**src/rtl/fsk_rx_frame_ctrl.sv**
```systemverilog
// Frame receive controller: assembles SYNC, LEN, payload, CHK from byte-receiver events.
// Latency: every byte event becomes visible on the outputs one clk later.
// Backpressure: none. Payload writes are fire-and-forget, and a stalled frame is dropped by the inter-byte timeout.
module fsk_rx_frame_ctrl #(
    parameter logic [7:0] SYNC    = 8'hA5,
    parameter int         MAX_LEN = 16,
    parameter int         AW      = 4,
    parameter int         TO_CYC  = 500000
) (
    input  logic          clk,
    input  logic          rst,
    input  logic          en_rx_byte,
    input  logic [7:0]    RX_dat,
    input  logic          OCD,
    output logic          wr_en,
    output logic [AW-1:0] wr_addr,
    output logic [7:0]    wr_dat,
    output logic [7:0]    rx_len,
    output logic          busy,
    output logic          frame_ok,
    output logic          frame_err,
    output logic [1:0]    err_code
);
    localparam int            TW        = $clog2(TO_CYC);
    localparam logic [TW-1:0] TO_LAST   = TW'(TO_CYC - 1);
    localparam logic [7:0]    MAX_LEN_B = 8'(MAX_LEN);

    typedef enum logic [1:0] {IDLE, GET_LEN, GET_DATA, GET_CHK} state_t;

    state_t          state_q, state_d;
    logic            en_d_q;
    logic [TW-1:0]   timer_q, timer_d;
    logic [7:0]      idx_q, idx_d;
    logic [7:0]      sum_q, sum_d;
    logic [7:0]      rx_len_q, rx_len_d;
    logic            wr_en_q, wr_en_d;
    logic [AW-1:0]   wr_addr_q, wr_addr_d;
    logic [7:0]      wr_dat_q, wr_dat_d;
    logic            busy_q, busy_d;
    logic            frame_ok_q, frame_ok_d;
    logic            frame_err_q, frame_err_d;
    logic [1:0]      err_code_q, err_code_d;
    logic            byte_done;

    // The byte receiver drops en_rx_byte once RX_dat is valid.
    assign byte_done = en_d_q & ~en_rx_byte;

    always_comb begin
        state_d     = state_q;
        timer_d     = timer_q;
        idx_d       = idx_q;
        sum_d       = sum_q;
        rx_len_d    = rx_len_q;
        wr_en_d     = 1'b0;
        wr_addr_d   = wr_addr_q;
        wr_dat_d    = wr_dat_q;
        frame_ok_d  = 1'b0;
        frame_err_d = 1'b0;
        err_code_d  = err_code_q;

        if (state_q != IDLE) begin
            timer_d = byte_done ? '0 : timer_q + TW'(1);
        end

        case (state_q)
            IDLE: begin
                if (byte_done && RX_dat == SYNC && OCD) begin
                    state_d = GET_LEN;
                    timer_d = '0;
                end
            end
            GET_LEN: begin
                if (byte_done) begin
                    if (RX_dat == 8'd0 || RX_dat > MAX_LEN_B) begin
                        frame_err_d = 1'b1;
                        err_code_d  = 2'd1;
                        state_d     = IDLE;
                    end else begin
                        rx_len_d = RX_dat;
                        sum_d    = RX_dat;
                        idx_d    = 8'd0;
                        state_d  = GET_DATA;
                    end
                end
            end
            GET_DATA: begin
                if (byte_done) begin
                    wr_en_d   = 1'b1;
                    wr_addr_d = idx_q[AW-1:0];
                    wr_dat_d  = RX_dat;
                    idx_d     = idx_q + 8'd1;
                    sum_d     = sum_q + RX_dat;
                    if (idx_q == rx_len_q - 8'd1) begin
                        state_d = GET_CHK;
                    end
                end
            end
            GET_CHK: begin
                if (byte_done) begin
                    if (RX_dat == sum_q) begin
                        frame_ok_d = 1'b1;
                        err_code_d = 2'd0;
                    end else begin
                        frame_err_d = 1'b1;
                        err_code_d  = 2'd2;
                    end
                    state_d = IDLE;
                end
            end
            default: state_d = IDLE;
        endcase

        // A byte landing on the terminal count wins over the timeout.
        if (state_q != IDLE && !byte_done && timer_q == TO_LAST) begin
            frame_err_d = 1'b1;
            err_code_d  = 2'd3;
            state_d     = IDLE;
            timer_d     = '0;
        end

        busy_d = (state_d != IDLE);
    end

    always_ff @(posedge clk) begin
        if (rst) begin
            state_q     <= IDLE;
            en_d_q      <= 1'b0;
            timer_q     <= '0;
            idx_q       <= '0;
            sum_q       <= '0;
            rx_len_q    <= '0;
            wr_en_q     <= 1'b0;
            wr_addr_q   <= '0;
            wr_dat_q    <= '0;
            busy_q      <= 1'b0;
            frame_ok_q  <= 1'b0;
            frame_err_q <= 1'b0;
            err_code_q  <= '0;
        end else begin
            state_q     <= state_d;
            en_d_q      <= en_rx_byte;
            timer_q     <= timer_d;
            idx_q       <= idx_d;
            sum_q       <= sum_d;
            rx_len_q    <= rx_len_d;
            wr_en_q     <= wr_en_d;
            wr_addr_q   <= wr_addr_d;
            wr_dat_q    <= wr_dat_d;
            busy_q      <= busy_d;
            frame_ok_q  <= frame_ok_d;
            frame_err_q <= frame_err_d;
            err_code_q  <= err_code_d;
        end
    end

    assign wr_en     = wr_en_q;
    assign wr_addr   = wr_addr_q;
    assign wr_dat    = wr_dat_q;
    assign rx_len    = rx_len_q;
    assign busy      = busy_q;
    assign frame_ok  = frame_ok_q;
    assign frame_err = frame_err_q;
    assign err_code  = err_code_q;
endmodule

```
**config.mk**
```make
export PLATFORM = sky130hd
export DESIGN_NAME = fsk_rx_frame_ctrl
export DESIGN_NICKNAME = d
export VERILOG_FILES = /design/src/rtl/fsk_rx_frame_ctrl.sv
export SDC_FILE = /design/constraint.sdc
export NUM_CORES = 1
export LEC_CHECK = 0
export BUFFER_PORTS_ARGS = -buffer_cell sky130_fd_sc_hd__buf_2
export CAP_MARGIN = 20
export CORE_MARGIN = 2
export CORE_UTILIZATION = 55
export DETAILED_ROUTE_END_ITERATION = 8
export PLACE_DENSITY = 0.84
export SETUP_SLACK_MARGIN = 0.4
export SYNTH_ARGS = -nofsm -noshare
export SYNTH_HDL_FRONTEND = slang
export SYNTH_SLANG_ARGS = --single-unit
```
**constraint.sdc**
```tcl
create_clock -name clk -period 2.55 [get_ports clk]
set_input_delay 0.1275 -clock clk [delete_from_list [all_inputs] [get_ports clk]]
set_output_delay 0.1275 -clock clk [all_outputs]
set_load 0.03 [all_outputs]
```
Word-level counts from Yosys, hierarchy flattened

Cells that the tools add are included.
W data, S select, Z words.

Equal/unequal tests: 13
Reductions and logical operators: 19
Order comparisons: 1
Bitwise operators: 6
Add/sub/neg operators: 4
Divide/modulo/power cells: 0
Muxes and demuxes: 34
Shift-type cells: 0
$mul: 0

Operator list:

| cell                    | count |
|---|---|
| $mux W19                | 4 |
| $mux W8                 | 6 |
| $pmux W8 S2             | 2 |
| $mux W2                 | 12 |
| $add A19 B1 Y19 const B | 1 |
| $eq A19 B19 Y1 const B  | 1 |
| $eq A8 B8 Y1            | 2 |
| $ne A3 B3 Y1 const B    | 3 |
| $add A8 B1 Y8 const B   | 1 |
| $add A8 B8 Y8           | 1 |
| $eq A8 B8 Y1 const B    | 1 |
| $gt A8 B5 Y1 const B    | 1 |
| $logic_not A8 Y1        | 1 |
| $pmux W2 S4             | 1 |
| $reduce_and A4 Y1       | 2 |
| $sub A8 B1 Y8 const B   | 1 |
| $mux W1                 | 7 |
| $ne A2 B2 Y1 const B    | 3 |
| $reduce_bool A2 Y1      | 3 |
| $not A1 Y1              | 5 |
| $eq A2 B2 Y1 const B    | 2 |
| $logic_and A1 B1 Y1     | 4 |
| $pmux W2 S2             | 1 |
| $reduce_or A2 Y1        | 2 |
| 10 further kinds        | 10 |

Word-level logic and storage cells: 90
Latch bits: 0
Bits of input ports: 12
ROM bits: 0
RAM bits: 0
Memories: 0
Flip-flop bits (word level): 64

Depth between registers and ports, before layout

Gate-level depths: netlist (run 1).

Word-level depth: 8
Gate-level depth with buffers: 9

Worst setup path before layout (run 1)

OpenSTA, ideal clock, no wires.

Kind: register -> register
Start: register rx_len_q[0], in the netlist rx_len[0]
End: register state_q[0]
Period minus slack after synthesis: 1.945 ns
Slack: 0.605 ns
Library setup time: 0.070 ns
Buffers on the path: 1
Arrival: 1.876 ns
Cell stages (with the launch flop): 10
Cell sequence: dfxtp_1 > inv_1 > ha_1 > buf_1 > xor2_1 > nor2_1 > a21oi_1 > a2111oi_0 > nand3_1 > a21oi_1

Word-level cells in the longest chain between the ends: 6

Ends and longest elaborated chain:

| item                     | line | text |
|---|---|---|
| start: declaration       | 35   | `logic [7:0] rx_len_q, rx_len_d;` |
| start signal: assignment | 145  | `rx_len_q <= rx_len_d;` |
| $sub A8 B1 Y8            | 93   | `if (idx_q == rx_len_q - 8'd1) begin` |
| $eq A8 B8 Y1             | 93   |  |
| $mux W2                  | 93   |  |
| $mux W2                  | 87   | `if (byte_done) begin` |
| $pmux W2 S4              | 65   | `case (state_q)` |
| $mux W2                  | 114  | `if (state_q != IDLE && !byte_done && timer_q == TO_LAST) begin` |
| end signal: assignment   | 140  | `state_q <= state_d;` |
| end: declaration         | 30   | `state_t state_q, state_d;` |

No other way between the ends.
A chain may end at the register's enable or synchronous reset.

Worst setup path in the final report (run 1)

Start: register sum_q[0]
End: register sum_q[6]

Word-level cells in the longest chain between the ends: 3

Ends and longest elaborated chain:

| item                     | line | text |
|---|---|---|
| start: declaration       | 34   | `logic [7:0] sum_q, sum_d;` |
| start signal: assignment | 144  | `sum_q <= sum_d;` |
| $add A8 B8 Y8            | 92   | `sum_d = sum_q + RX_dat;` |
| $mux W8                  | 87   |  |
| $pmux W8 S2              | 65   |  |

No other way between the ends. The select of a mux whose other input is x is not followed.

==> metrics, run 1 <==
status=complete, no violations; critical path class=flip-flop to flip-flop; Worst-Skew Late Latency=0.35 ns; Post-CTS Hold Fix Bufs=0; initial antenna violation count=0; Core Region=5990 um^2; Initial Util=57.4%; global route total overflow=0; Post-CTS Setup Inserts=0; worst hold path class=input port to flip-flop; cts bufs inserted=9; WL final=about 8.3 mm; post-synthesis sequential area ratio=roughly 37%; CTS tree=yes; drt pass-1 iters=5; Final min period=between 1.5 and 2 ns; # port buffers=37; 1st-iter DRT viols=240; RD Place Congestion=1.04; vias in the first global route=around 3000; setup_tns=0 ns; clk_skew=0.00707 ns; CTS clk-pin slew, worst paths=0.07 ns; Setup WS pre-CTS=0.550 ns; Worst Path Arrival=2.23 ns; drt drc=0; CP max FO=3; P&R area growth vs syn=12.9%; CP dominant cell by count=inv_1; yosys warns=0; Multi-input gate area=a little over 2000 um^2; crit path capture type=flip-flop; Synth area leader=dfxtp_1; unrepaired setup endpoints after global routing=yes; power per cell area=506 nW/um^2; Final HPWL DP=5.81 mm; Filler cells=520; worst stage delay on the critical path=0.41 ns; fmax=502 MHz; Area contributors post-synth=dfxtp_1 37%, a21oi_1 6.4%, nand2_1 5.8%, nor2_1 5.8%, ha_1 3.6%; # nets final=approximately 480; Routed Antenna Nets=0; Chip Width=83.1 um; first-pass GRT wire length=14.2 mm; Cells after Synth=around 420; Rel. slew slack=32.9%; count leader, synth=dfxtp_1; Critical Path Source Type=flip-flop; final setup violation count=0; Root Buffer=clkbuf_8; CTS sink count=64; # rows=28; worst slew pin tran=1.00 ns; layout cell share with drive strength beyond 1=17.3%; DR WL/cell=15.6 um; Crit path buffers/inverters=2; Pleak=about 1.6 nW; Slew Limit Fails=0; die area=about 7000 um^2; max-cap violations=0; Max clock buf depth=2; I/O Pins=38; worst vdd ir=between 0.4 and 0.5 mV; Post-Syn Nets=441; Synth Flop Type=dfxtp_1; largest net degree at the start of global routing=34; mean post-synth cell area=8.22 um^2; final hold violations=0; Post-synth EDFFs=0; Die H=83.1 um; Final Util=64.8%; area fraction of the dominant cell type after synthesis=37.3%; CP top delay family=adder cells; fin crit share=78.1%; Post-synth top cells=64 x dfxtp_1, 53 x nand2_1, 53 x nor2_1; cell breakdown of the critical path=ha_1 -> inv_1 -> fa_1 -> inv_1 -> a21o_1 -> a21oi_1 -> o21ai_0 -> xor2_1 -> a32o_1; FF+latch count, synth=between 60 and 70; worst path required time=approximately 2.8 ns; total global-route track usage=25.3%; asr flop ratio synth=0%; Final Worst Setup Slack=between 0.5 and 0.6 ns; Register Area=approximately 1300 um^2; Post-Syn Area=3440 um^2; Worst path slowest cell=fa_1; H-tree levels=3; Vias per Instance=5.96; Yosys cell types=61; diodes inserted=0; vias post-DR=3169
==> flip-flops by register name, summed over array words and instances, names as in the netlist, 2 cells and up <==
register	flops
rx_len	8
state_q	2
sum_q	8
idx_q	8
wr_dat	8
wr_addr	4
err_code	2
timer_q	19
==> power by group <==
| part | internal [mW] | switching [mW] |
|---|---|---|
| registers | 1.00 | 0.000585 |
| logic | 0.0246 | 0.0563 |
| clock network | 0.476 | 0.407 |
==> final timing paths <==
| check | start | to | slack [ns] | cells after the start |
|---|---|---|---|---|
| max | sum_q[0] | sum_q[6] | 0.56 | 9 |
| min | en_rx_byte | en_d_q | 0.04 | 2 |
| max reg2reg | sum_q[0] | sum_q[6] | 0.56 | 9 |
| min reg2reg | wr_dat[7] | wr_dat[7] | 0.45 | 2 |
==> cells in the final DEF, fill, tap and decap left out, types with 3 or more instances in the layout <==
master,count
a22oi_1,3
buf_2,37
and2_1,5
and3_1,5
nand2_1,53
a21oi_1,44
dfxtp_1,63
o21ai_0,12
nor3_1,12
inv_1,10
ha_1,10
o21ai_1,7
nand4_1,7
buf_4,8
a31oi_1,9
xor2_1,13
a311oi_1,4
clkbuf_8,10
nor4_1,4
mux2i_1,5
nor2_1,53
or3_1,3
a211oi_1,6
nand3_1,10
xnor2_1,9
==> per-layer routing <==
metal	wire [um]	global-route usage, %	vias to the layer above
met2	3940	41.2	116
met3	453	7.55	13
met4	134	8.49	0
li1	-	-	1559
met1	3770	31.9	1481
met5	0	0	-
==> logic make-up after synthesis <==
group           after synthesis  synth area share [%]
compound gates              105                  19.2
xor+xnor                     24                  6.55
fa+ha+maj                    11                  4.22
buf+inv                      32                  4.08
flops                        64                  37.3
mux                           5                  1.46
simple gates                177                  27.2
==> cell type report <==
type	instances	share of cell area (%)
Clock buffer	11	3.64
Clock inverter	5	1.45
Inverter	10	0.967
Multi-Input combinational cell	322	52.1
Sequential cell	64	33.1
Tap cell	75	2.42
Timing Repair Buffer	45	6.32
==> per-stage QoR <==
stage	instance area (um^2)	std cells	hold WS (ns)	power [mW]
after global routing	3880	532	0.0540	2.03
after detailed placement	3670	516	0.401	1.10
after floorplan	3440	418	0.256	1.07
final	3880	532	0.0434	1.96
after CTS	3870	532	0.0445	1.98
after global placement	3670	516	0.364	1.10
==> what timing repair did <==
action	in CTS	in global routing
setup endpoints to repair	0	2
endpoints found under the hold margin	0	0
resized for setup	0	4
Power figures use the tool's default switching activity.
==> run 2: changes to the inputs <==
CORE_UTILIZATION = 53   (was 55)
clock period = 1.7 ns   (was 2.55 ns; I/O delays follow)
==> metrics, run 2 (synthesis gave the netlist of run 1 again) <==
status=finished, violations left; failing checks=setup timing; worst vdd ir=0.738 mV (+69%); P&R area growth vs syn=53.1%; Worst Path Arrival=2.21 ns (-0.02 ns); placed cell areas=4120 um^2 (+12%); crit path capture type=flip-flop; fmax=525 MHz (+4.6%); cts bufs inserted=9 (unchanged); max reg flops=19 (unchanged); placed insts=545 (+5.6%); power per cell area=581 nW/um^2 (+15%); final hold violations=0 (unchanged); layout cell share with drive strength beyond 1=52.9% (+36 points); Post-CTS Hold Fix Bufs=0 (unchanged); drt drc=0 (unchanged); # nets final=544 (+15%); Initial Util=54.4% (-2.9 points); first-pass GRT wire length=19.5 mm (+38%); FF-to-FF setup slack=-0.20 ns (-0.76 ns); Pleak=2.08 nW (+33%); Non-Filler Instances=603 (+13%); # rows=29 (+3.6%); most common cell after layout, fill and taps aside=buf_4; vias post-DR=4357 (+37%); WL final=16.3 mm (+96%); final setup violation count=31 (+31); global route total overflow=0 (unchanged); Chip Width=84.5 um (+1.8%); CTS tree=yes; H-tree levels=3 (unchanged); Most flops, register=timer_q; Slew Limit Fails=0 (unchanged); worst hold path class=input port to flip-flop; Core Region=6310 um^2 (+5.4%); Final Worst Setup Slack=-0.203 ns (-0.762 ns); Setup WS pre-CTS=-0.0488 ns (-0.599 ns); Filler cells=282 (-46%); worst slew pin tran=0.446 ns (-0.559 ns); CP max FO=3 (unchanged); Worst-Skew Late Latency=0.38 ns (+0.03 ns); RD Place Congestion=0.875 (-16%); DR WL/cell=27.0 um (+73%); total global-route track usage=34.7% (+9.4 points); Root Buffer=clkbuf_8; unrepaired setup endpoints after global routing=yes; CTS sink count=64 (unchanged); clk_skew=0.0198 ns (+0.0128 ns); Design Power=3.06 mW (+56%); Die H=84.5 um (+1.8%); Vias per Instance=7.23 (+21%); die area=7150 um^2 (+3.6%); hold_ws=0.0920 ns (+0.0486 ns); fin crit share=112% (+34 points); design area=5260 um^2 (+36%); worst path required time=2.00 ns (-0.79 ns); Final Util=83.4% (+19 points); 1st-iter DRT viols=597 (+150%); diodes inserted=0 (unchanged); commonest cells after routing, fill and taps aside=51 x buf_4, 44 x dfxtp_1, 43 x nand2_1; drt pass-1 iters=6 (+1); Routed Antenna Nets=0 (unchanged); Final min period=1.90 ns (-0.0879 ns); max-cap violations=0 (unchanged); largest net degree at the start of global routing=34 (unchanged); initial antenna violation count=0 (unchanged); Max clock buf depth=2 (unchanged); setup_tns=-1.94 ns (-1.94 ns); CTS clk-pin slew, worst paths=0.10 ns (+0.03 ns); Rel. slew slack=70.0% (+37 points); # port buffers=37 (unchanged); critical path class=flip-flop to flip-flop; Final HPWL DP=6.36 mm (+9.6%); vias in the first global route=3868 (+31%); Critical Path Source Type=flip-flop; I/O Pins=38 (unchanged)
-- run 2: cell count changes in the layout (fill, tap and decap cells not counted), moves of 10 or more --
cell / change
nor2_1: -17
nand2_1: -10
a21oi_1: -22
buf_6: +21
buf_4: +43
a21oi_2: +21
dfxtp_1: -19
dfxtp_2: +11
-- run 2: path summary, 6_finish.rpt --
check / start / end / cells after the start
max: sum_q[0] / sum_q[4] / 9
min reg2reg: timer_q[13] / timer_q[13] / 1
min: en_rx_byte / en_d_q / 2
max reg2reg: sum_q[0] / sum_q[4] / 9
-- run 2: timing repair --
item                       CTS  global route
pin swaps                   45            40
resized for setup           87            69
setup endpoints to repair   61            62
buffers inserted            26            15
gates cloned                 1             0
-- run 2: worst max-delay path, stage by stage (launching register included) --
cell      delay (ns)
dfxtp_2         0.37
ha_4            0.19
inv_4           0.05
fa_2            0.41
inv_2           0.07
a21o_1          0.12
a21oi_2         0.09
xnor2_1         0.23
a21oi_2         0.11
a211oi_2        0.21
-- run 2: layer usage --
layer  GRT usage (%)  routed length (um)  up-vias  part of all wire (%)
met5               0                   0        -                     0
met4            22.7                1860        0                    11
met3            10.2                1700      207                    10
met2            60.1                7300      446                    45
met1            36.3                5430     2009                    33
li1                -                   -     1695                     -
-- run 2: power by group --
group | internal [mW] | switching, mW
Clock | 0.555 | 0.782
Sequential | 1.49 | 0.00185
Combinational | 0.0837 | 0.150
-- run 2: area by class of cell --
cell class	count	area, um^2	share of cell area (%)
clock buffer	9	124	2.35
clock inverter	7	60.1	1.14
timing repair buffer	113	875	16.6
multi-input combinational	323	2740	52.0
tap	77	96.3	1.83
inverter	10	45.0	0.856
sequential	64	1330	25.2
==> run 3: changes to the inputs <==
PLACE_DENSITY = 0.76   (was 0.84)
==> metrics, run 3 (synthesis gave the netlist of run 1 again) <==
status=finished, violations left; failing checks=setup timing; worst hold path class=input port to flip-flop; vias post-DR=3807 (-13%); diodes inserted=0 (unchanged); worst path required time=1.96 ns (-0.04 ns); worst hold start=RX_dat[2]; P&R area growth vs syn=53.0% (about the same); Final HPWL DP=6.17 mm (-3.1%); setup_tns=-0.280 ns (+1.66 ns); unrepaired setup endpoints after global routing=yes; CP max FO=5 (+2); crit path capture type=flip-flop; global route total overflow=0 (unchanged); WL final=12.1 mm (-26%); Worst Path Arrival=2.08 ns (-0.13 ns); H-tree levels=3 (unchanged); crit path from=sum_q[2]; critical path class=flip-flop to flip-flop; drt pass-1 iters=5 (-1); largest net degree at the start of global routing=34 (unchanged); hold_ws=0.0690 ns (-0.0230 ns); commonest cells after routing, fill and taps aside=62 x buf_4, 44 x dfxtp_1, 41 x nor2_1, 41 x nand2_1, 37 x buf_2; worst vdd ir=0.652 mV (-12%); Vias per Instance=6.22 (-14%); max reg flops=19 (unchanged); met3 GRT Util=6.19% (-4.0 points); drt drc=0 (unchanged); met2 Use GR=51.8% (-8.4 points); Non-Filler Instances=612 (+1.5%); fmax=551 MHz (+4.8%); Initial Util=54.4% (unchanged); Routed Antenna Nets=0 (unchanged); CTS clk-pin slew, worst paths=0.08 ns (-0.02 ns); total global-route track usage=29.7% (-5.0 points); RD Place Congestion=0.888 (+1.5%); global-route met1 utilization=35.6% (-0.71 points); # port buffers=37 (unchanged); final setup violation count=3 (-90%); max-cap violations=0 (unchanged); placed insts=549 (+0.73%); Rel. slew slack=68.2% (-1.8 points); Max clock buf depth=2 (unchanged); layout cell share with drive strength beyond 1=50.8% (-2.0 points); CTS sink count=64 (unchanged); worst r2r src=sum_q[2]; power per cell area=559 nW/um^2 (-3.8%); Chip Width=84.5 um (unchanged); Final min period=1.82 ns (-0.0879 ns); Worst-Skew Late Latency=0.35 ns (-0.03 ns); Design Power=2.94 mW (-3.8%); cts bufs inserted=9 (unchanged); worst slew pin tran=0.475 ns (+0.0288 ns); Most flops, register=timer_q; die area=7150 um^2 (unchanged); clk_skew=0.0138 ns (-0.00604 ns); fin crit share=107% (-5.2 points); initial antenna violation count=0 (unchanged); Slew Limit Fails=0 (unchanged); Core Region=6310 um^2 (unchanged); DR WL/cell=19.8 um (-27%); # rows=29 (unchanged); Pleak=2.14 nW (+2.6%); most common cell after layout, fill and taps aside=buf_4; Root Buffer=clkbuf_8; Top Usage Layer GRT=met2; # nets final=553 (+1.7%); CTS tree=yes; I/O Pins=38 (unchanged); vias in the first global route=3492 (-9.7%); Critical Path Source Type=flip-flop; final hold violations=0 (unchanged); 1st-iter DRT viols=299 (-50%); first-pass GRT wire length=17.1 mm (-13%); Final Worst Setup Slack=-0.115 ns (+0.0879 ns); Die H=84.5 um (unchanged)
[run 3: cell types whose count changed in the layout (fill, tap and decap cells not counted), moves of 3 or more]
cell     previous run  this run
buf_4              51        62
buf_6              21        12
nor2_1             36        41
nand2_4             3         7
a21oi_1            22        25
a21oi_2            21        18
buf_12              2         5
inv_2               1         4
inv_4               3         0
nand3_1             5         8
nor2_4             10         7
[run 3: layout make-up]
type	instances	area [um^2]
Multi-Input combinational cell	323	2630
Sequential cell	64	1320
Fill cell	311	1050
Timing Repair Buffer	122	996
Clock buffer	9	124
Tap cell	77	96.3
Clock inverter	7	55.1
Inverter	10	37.5
[run 3: path summary, 6_finish.rpt]
check / slack [ns] / end / cells past startpoint
max: -0.12 / sum_q[7] / 7
min: 0.07 / wr_dat[2] / 3
max reg2reg: -0.12 / sum_q[7] / 7
min reg2reg: 0.46 / wr_dat[5] / 2
[run 3: metal layers]
metal / share of wire, % / up-vias
met5: 0 / -
met4: 3.9 / 0
met3: 6.4 / 46
met2: 51 / 212
met1: 38 / 1824
li1: - / 1725
[run 3: metrics by stage]
stage               cell area [um^2]  utilization [%]  setup WS, ns
global placement                4130             65.5       -0.0105
global route                    5260             83.3        -0.161
detailed placement              4130             65.5       -0.0528
CTS                             4850             76.9       0.00288
finish                          5260             83.3        -0.115
floorplan                       3700                -        0.0577
[run 3: what timing repair did]
action	CTS	global route
buffers inserted	23	20
hold endpoints to repair	1	0
pin swaps	46	36
cloned	3	0
hold buffers	1	0
setup endpoints to repair	62	62
gates resized for setup	71	60
[run 3: where the power goes]
part | total (mW) | internal, mW | switching, mW
clock | 1.21 | 0.543 | 0.671
combinational | 0.236 | 0.100 | 0.136
sequential | 1.49 | 1.49 | 0.000761
total | 2.94 | 2.13 | 0.808
[run 3: worst max-delay path: stages, from the launching register on]
cell and delay [ns]:
dfxtp_1 0.35, ha_4 0.32, o21ai_2 0.08, o21ai_2 0.24, a21oi_2 0.10, xor2_1 0.15, or3_1 0.32, a31oi_1 0.16
